[config.mk]
export PLATFORM = sky130hd
export DESIGN_NAME = param_updown_counter
export DESIGN_NICKNAME = d
export VERILOG_FILES = /design/src/rtl/param_updown_counter.sv
export SDC_FILE = /design/constraint.sdc
export NUM_CORES = 1
export LEC_CHECK = 0
export ABC_CLOCK_PERIOD_IN_PS = 2200
export BUFFER_PORTS_ARGS = -buffer_cell sky130_fd_sc_hd__buf_4
export CORE_AREA = 3 3 50 52
export CTS_CLUSTER_SIZE = 8
export DETAILED_ROUTE_END_ITERATION = 10
export DIE_AREA = 0 0 53 55
export PLACE_DENSITY = 0.75
export SYNTH_ARGS = -nofsm -noshare
export SYNTH_HDL_FRONTEND = slang
export SYNTH_SLANG_ARGS = --single-unit
export TNS_END_PERCENT = 50
[constraint.sdc]
create_clock -name clk -period 2.2 [get_ports clk]
set_input_delay 0.44 -clock clk [delete_from_list [all_inputs] [get_ports clk]]
set_output_delay 0.44 -clock clk [all_outputs]
set_load 0.01 [all_outputs]
[src/rtl/param_updown_counter.sv]
// Purpose : parameterised up/down counter with load, clear, wrap or saturate, boundary pulse and sticky flags.
// Latency : count/bnd_evt/ovf/unf update one clk edge after the command; at_max/at_zero follow count combinationally.
// Backpr. : none; a command is accepted on every rising edge (priority clr > load > en).
// Ports   : clk, rst_n (async, active-low) | clr, load, load_val, en, up_dn (commands)
//           count, at_max, at_zero (state) | bnd_evt (1-cycle pulse), ovf, unf (sticky until clr/reset)
module param_updown_counter #(
  parameter int unsigned      WIDTH    = 8,
  parameter logic [WIDTH-1:0] MAX_VAL  = {WIDTH{1'b1}},
  parameter bit               SATURATE = 1'b0
) (
  input  logic             clk,
  input  logic             rst_n,
  input  logic             clr,
  input  logic             load,
  input  logic [WIDTH-1:0] load_val,
  input  logic             en,
  input  logic             up_dn,
  output logic [WIDTH-1:0] count,
  output logic             at_max,
  output logic             at_zero,
  output logic             bnd_evt,
  output logic             ovf,
  output logic             unf
);

  localparam logic [WIDTH-1:0] ONE = {{(WIDTH-1){1'b0}}, 1'b1};

  logic [WIDTH-1:0] count_nxt;
  logic             evt_nxt;
  logic             ovf_nxt;
  logic             unf_nxt;

  assign at_max  = (count == MAX_VAL);
  assign at_zero = (count == '0);

  always_comb begin
    count_nxt = count;
    evt_nxt   = 1'b0;
    ovf_nxt   = ovf;
    unf_nxt   = unf;
    if (clr) begin
      count_nxt = '0;
      ovf_nxt   = 1'b0;
      unf_nxt   = 1'b0;
    end else if (load) begin
      // Clamp keeps the count <= MAX_VAL invariant, so the boundary
      // compares below only ever need equality.
      count_nxt = (load_val > MAX_VAL) ? MAX_VAL : load_val;
    end else if (en) begin
      if (up_dn) begin
        if (at_max) begin
          evt_nxt   = 1'b1;
          ovf_nxt   = 1'b1;
          count_nxt = SATURATE ? MAX_VAL : '0;
        end else begin
          count_nxt = count + ONE;
        end
      end else begin
        if (at_zero) begin
          evt_nxt   = 1'b1;
          unf_nxt   = 1'b1;
          count_nxt = SATURATE ? '0 : MAX_VAL;
        end else begin
          count_nxt = count - ONE;
        end
      end
    end
  end

  always_ff @(posedge clk or negedge rst_n) begin
    if (!rst_n) begin
      count   <= '0;
      bnd_evt <= 1'b0;
      ovf     <= 1'b0;
      unf     <= 1'b0;
    end else begin
      count   <= count_nxt;
      bnd_evt <= evt_nxt;
      ovf     <= ovf_nxt;
      unf     <= unf_nxt;
    end
  end

endmodule

==> results of run 1 <==
==> what timing repair did <==
item / in CTS / in global routing
endpoints found under the setup margin: 1 / 2
hold buffers: 1 / 0
buffers inserted: 0 / 0
endpoints found under the hold margin: 11 / 0
gates resized for setup: 1 / 1
==> report_power, final <==
group / total, µW / switching [µW] / internal (µW)
clock: 151 / 80.5 / 70.3
combinational: 235 / 117 / 118
sequential: 251 / 35.3 / 216
==> through the flow <==
stage                     setup WS, ns  instance area, µm²  cells  power [µW]  hold slack [ns]
after floorplan                  0.386                1070    128         420            0.144
after global placement           0.302                1220    170         481            0.286
after detailed placement         0.189                1220    170         485            0.292
after CTS                      0.00576                1260    175         639            0.425
after global routing           0.00223                1260    175         674            0.433
final                           0.0997                1260    175         637            0.426
==> cell usage in the layout, fill, tap and decap left out, types with 2 or more instances in the layout <==
master / count
nor4b_1: 2
nand2_1: 6
and3_1: 2
nand4_1: 3
a41oi_1: 5
clkbuf_4: 3
o21ai_0: 8
and3b_1: 2
a31oi_1: 3
a211o_1: 2
nor3b_1: 2
dfrtp_1: 10
nor2_1: 9
a32oi_1: 2
inv_1: 7
mux2i_1: 3
nor3_1: 2
a31o_2: 2
xnor2_1: 3
ha_1: 3
a21oi_1: 10
nor2b_1: 4
buf_4: 28
==> sequential cells by signal, indices dropped and copies added (netlist names) <==
signal	count
unf	1
bnd_evt	1
ovf	1
count	8
==> area by class of cell <==
type | instances | area (µm²)
clock buffer | 4 | 26.3
fill | 204 | 885
inverter | 7 | 26.3
multi-input combinational | 96 | 679
sequential | 11 | 277
tap | 28 | 35.0
timing repair buffer | 29 | 220
==> routing by layer <==
metal,wire [µm],up-vias,track usage (%)
li1,-,517,-
met1,1220,531,29.6
met2,1410,49,34.5
met3,184,4,3.49
met4,52,0,8.51
met5,0,-,0
==> worst paths after layout <==
path / start / endpoint / slack [ns] / depth (start not counted)
max: count[0] / at_max / 0.1 / 4
min: clr / count[0] / 0.43 / 2
max reg2reg: count[4] / count[0] / 0.33 / 4
min reg2reg: unf / unf / 0.51 / 2
max in group asynchronous: rst_n / count[0] / 1.50 / 2
min in group asynchronous: rst_n / count[2] / 0.52 / 2
==> kinds of logic after synthesis <==
logic type	after synthesis	share of synthesized area [%]
simple gates	42	23.8
xor+xnor	3	2.45
compound gates	44	29.3
flops	11	25.7
mux	4	3.86
fa+ha+maj	3	3.51
buf+inv	21	11.3
==> qor.yml, run 1 <==
setup.worst_path.end_class: "primary output"
antenna_found_initial: 0
cp.required_ns: 1.76
finalSetupViolCount: 0
vias_per_cell: 6.29
dieArea_mm2: 0.00292
core_mm2: 0.00215
pin_count: 27
grt_pass1_vias: 1024
p_per_area_mw_per_mm2: 504
slew_viol_final: 0
netlist_area_mm2: 0.00107
worstMarginPinSlew_ns: 0.488
synthDistinctLibCells: 47
synth_top_cells_by_count: "dfrtp_1 (11), a21oi_1 (10), nor2_1 (9), o21ai_0 (8), inv_1 (7)"
fin_crit_sh_pct: 95.5
clock_latency_ns: 0.28
final_nets: 165
clk_path_buf_depth: 2
globalplace.congestion: 0.919
vias: 1101
synthCells: 128
root_buffer: "clkbuf_4"
antenna_left: 0
drt-initial-drc-count: 22
synth_most_common_cell: "dfrtp_1"
fmax_ghz: 0.476
start_util_pct: 49.9
drc: 0
fin_skew_ns: 0.00621
synthFlopType: "dfrtp_1"
grt-ovfl-total: 0
crit_chain: "ha_1 -> and3_1 -> and3_1 -> buf_4"
syn_nets: 145
io_buffer_count: 26
grt_pass1_wl_um: 4690
fp-row-count: 17
drive_gt1_share_pct: 28.6
rsz0062_at_grt: "no"
power_leakage_uw: 0.000575
dp_hpwl_um: 2030
path_delay_family: "simple AND/OR/NAND/NOR gates"
synth_area_leaders: "dfrtp_1 (26%), a21oi_1 (4.7%), buf_4 (4.2%), a41oi_1 (4.1%), o21ai_0 (3.7%)"
ys_seq_area_share_pct: 25.7
synth_top_area_cell: "dfrtp_1"
synth_edf_count: 0
drt-total-wl_um: 2870
tritoncts: "yes"
final_hold_viol_count: 0
cap_violations: 0
worst_ep_arrival_time_ns: 1.66
setup_tns_ns: 0
grt_max_degree: 19
firstDrtPassIters: 4
antennaDiodeCount: 0
cp_slowest_cell: "dfrtp_2"
worst_setup_path_start_kind: "flop"
crit_type: "flop to primary output"
run_status: "finished clean"
critPathMaxFanout: 11
crit_top_cell: "and3_1"
die_y_um: 55
async_flop_share_pct: 100
area_delta_synth_final_pct: 18.0
syn_area_per_cell_um2: 8.37
finalWorstPathRequiredPeriod_ns: 2.10
slew_headroom_pct: 67.4
utilization_pct: 58.8
wl_per_cell_um: 16.4
grtUsageTotal_pct: 21.8
ir_drop_mv: 0.345
ys_warn_count: 0
cts_max_level: 1
path_clk_slew_ns: 0.08
die_w_um: 53
hold_path_class: "input pin to flop"
cts_buffers: 3
cts_sinks: 11
cpPeakStageDelay_ns: 0.47
path_buf_inv: 1
ys_ff_latch: 11
netlist.area_leader.share_pct: 25.7
(Power assumes the default switching activity.)
==> inputs of run 2 (changes only) <==
--- a/config.mk
+++ b/config.mk
@@ -7,11 +7,12 @@
 export LEC_CHECK = 0
 export ABC_CLOCK_PERIOD_IN_PS = 2200
 export BUFFER_PORTS_ARGS = -buffer_cell sky130_fd_sc_hd__buf_4
-export CORE_AREA = 3 3 50 52
+export CORE_AREA = 3 3 48 54
 export CTS_CLUSTER_SIZE = 8
 export DETAILED_ROUTE_END_ITERATION = 10
-export DIE_AREA = 0 0 53 55
+export DIE_AREA = 0 0 51 57
 export PLACE_DENSITY = 0.75
+export SKIP_CTS_REPAIR_TIMING = 1
 export SYNTH_ARGS = -nofsm -noshare
 export SYNTH_HDL_FRONTEND = slang
 export SYNTH_SLANG_ARGS = --single-unit
==> run 2 against run 1 <==
Largest power group unchanged. Wire length is 1.1% higher. Power is 2.0% higher. Largest cell class unchanged. Critical path type unchanged. Count of clock-buffer cells in the layout stayed put. Highest routed layer unchanged. Register-to-register slack better by 0.02 ns.
==> qor.yml, run 2 (synthesis gave the netlist of run 1 again) <==
root_buffer: "clkbuf_4"
cts_sinks: 11  # unchanged
setup.worst_path.end_class: "primary output"
power_leakage_uw: 0.000569  # -0.89%
antenna_left: 0  # unchanged
worst_ep_arrival_time_ns: 1.69  # +0.03 ns
fin_crit_sh_pct: 97.0  # +1.6 points
cp-endpoint: "at_zero"
critPathMaxFanout: 10  # -1
finalSetupViolCount: 0  # unchanged
worstMarginPinSlew_ns: 0.490  # +0.00173 ns
mostFrequentLayoutCell: "buf_4"
critical_path.startpoint: "count[4]"
r2r_end: "count[0]"
final_cell_mix: "buf_4 (27), a21oi_1 (10), nor2_1 (9), dfrtp_1 (9), o21ai_0 (8)"
cp.depth: 3  # -1
worstRegToRegCells: 4  # unchanged
cap_violations: 0  # unchanged
grtUsageTotal_pct: 20.9  # -0.84 points
worst_setup_path_start_kind: "flop"
cpPeakStageDelay_ns: 0.54  # +0.07 ns
cp.required_ns: 1.76  # about the same
cts_buffers: 3  # unchanged
finalWorstPathRequiredPeriod_ns: 2.13  # +0.0347 ns
fmax_ghz: 0.468  # -1.6%
grt_max_degree: 19  # unchanged
pin_count: 27  # unchanged
layout.cells.non_filler: 174  # -0.57%
min_path_cells: 2  # unchanged
crit_chain: "nor4_4 -> and2_2 -> buf_4"
run_status: "finished clean"
whs_ns: 0.411  # -0.0154 ns
path_delay_family: "simple AND/OR/NAND/NOR gates"
reg2reg_slack_ns: 0.35  # +0.02 ns
drt-initial-drc-count: 60  # +170%
hold_start: "clr"
die_w_um: 51  # -3.8%
largest_register_ffs: 8  # unchanged
worst_slack_ns: 0.0650  # -0.0347 ns
vias_per_cell: 6.45  # +2.6%
core_mm2: 0.00206  # -4.0%
path_clk_slew_ns: 0.09  # about the same
grt_pass1_vias: 998  # -2.5%
clock_latency_ns: 0.29  # about the same
path_buf_inv: 1  # unchanged
slew_headroom_pct: 67.1  # -0.29 points
max_flop_register: "count"
hold_path_class: "input pin to flop"
cp_slowest_cell: "nor4_4"
firstDrtPassIters: 6  # +2
clk_path_buf_depth: 2  # unchanged
fp-row-count: 17  # unchanged
antenna_found_initial: 0  # unchanged
final_nets: 164  # -0.61%
r2r_start: "count[4]"
setup_tns_ns: 0  # unchanged
grt_pass1_wl_um: 4700  # +0.13%
drive_gt1_share_pct: 28.8  # +0.20 points
drt-total-wl_um: 2900  # +1.1%
cts_max_level: 1  # unchanged
die_y_um: 57  # +3.6%
antennaDiodeCount: 0  # unchanged
dieArea_mm2: 0.00291  # -0.27%
dpl.cell_count: 169  # -0.59%
utilization_pct: 61.2  # +2.4 points
final_hold_viol_count: 0  # unchanged
grt-ovfl-total: 0  # unchanged
vias: 1123  # +2.0%
dp_hpwl_um: 2000  # -1.7%
tritoncts: "yes"
dpl_worst_slack_ns: 0.234  # +0.0451 ns
crit_type: "flop to primary output"
wl_per_cell_um: 16.7  # +1.7%
io_buffer_count: 26  # unchanged
drc: 0  # unchanged
slew_viol_final: 0  # unchanged
rsz0062_at_grt: "yes"
globalplace.congestion: 0.884  # -3.9%
ir_drop_mv: 0.362  # +4.9%
fin_skew_ns: 0.00212  # -0.00408 ns
area_delta_synth_final_pct: 18.0  # unchanged
p_per_area_mw_per_mm2: 514  # +2.0%
start_util_pct: 51.9  # +2.1 points
==> run 2: layout make-up <==
| cell class | instances | area, µm² |
|---|---|---|
| tap | 28 | 35.0 |
| clock buffer | 4 | 26.3 |
| inverter | 7 | 26.3 |
| fill | 201 | 800 |
| multi-input combinational | 96 | 686 |
| timing repair buffer | 28 | 213 |
| sequential | 11 | 278 |
==> run 2: worst min path at each step <==
stage,to
5_1_grt,count[0]
3_5_place_dp,count[1]
6_report,count[0]
3_3_place_gp,count[1]
4_1_cts,count[1]
2_1_floorplan,bnd_evt
==> run 2: metal layers <==
layer | routed length, µm | track usage (%) | vias to the layer above
li1 | - | - | 517
met1 | 1250 | 28.4 | 543
met2 | 1410 | 32.8 | 52
met3 | 146 | 2.35 | 11
met4 | 95 | 10.4 | 0
met5 | 0 | 0 | -
==> run 2: power breakdown <==
part | total, µW | internal (µW) | switching [µW]
registers | 255 | 216 | 38.8
clock network | 158 | 70.5 | 87.8
logic | 236 | 119 | 117
total | 650 | 406 | 243
==> run 2: per-stage QoR <==
stage	total power (µW)	instance area, µm²
floorplan	420	1070
global placement	480	1210
detailed placement	483	1210
CTS	636	1240
global route	688	1260
finish	650	1260
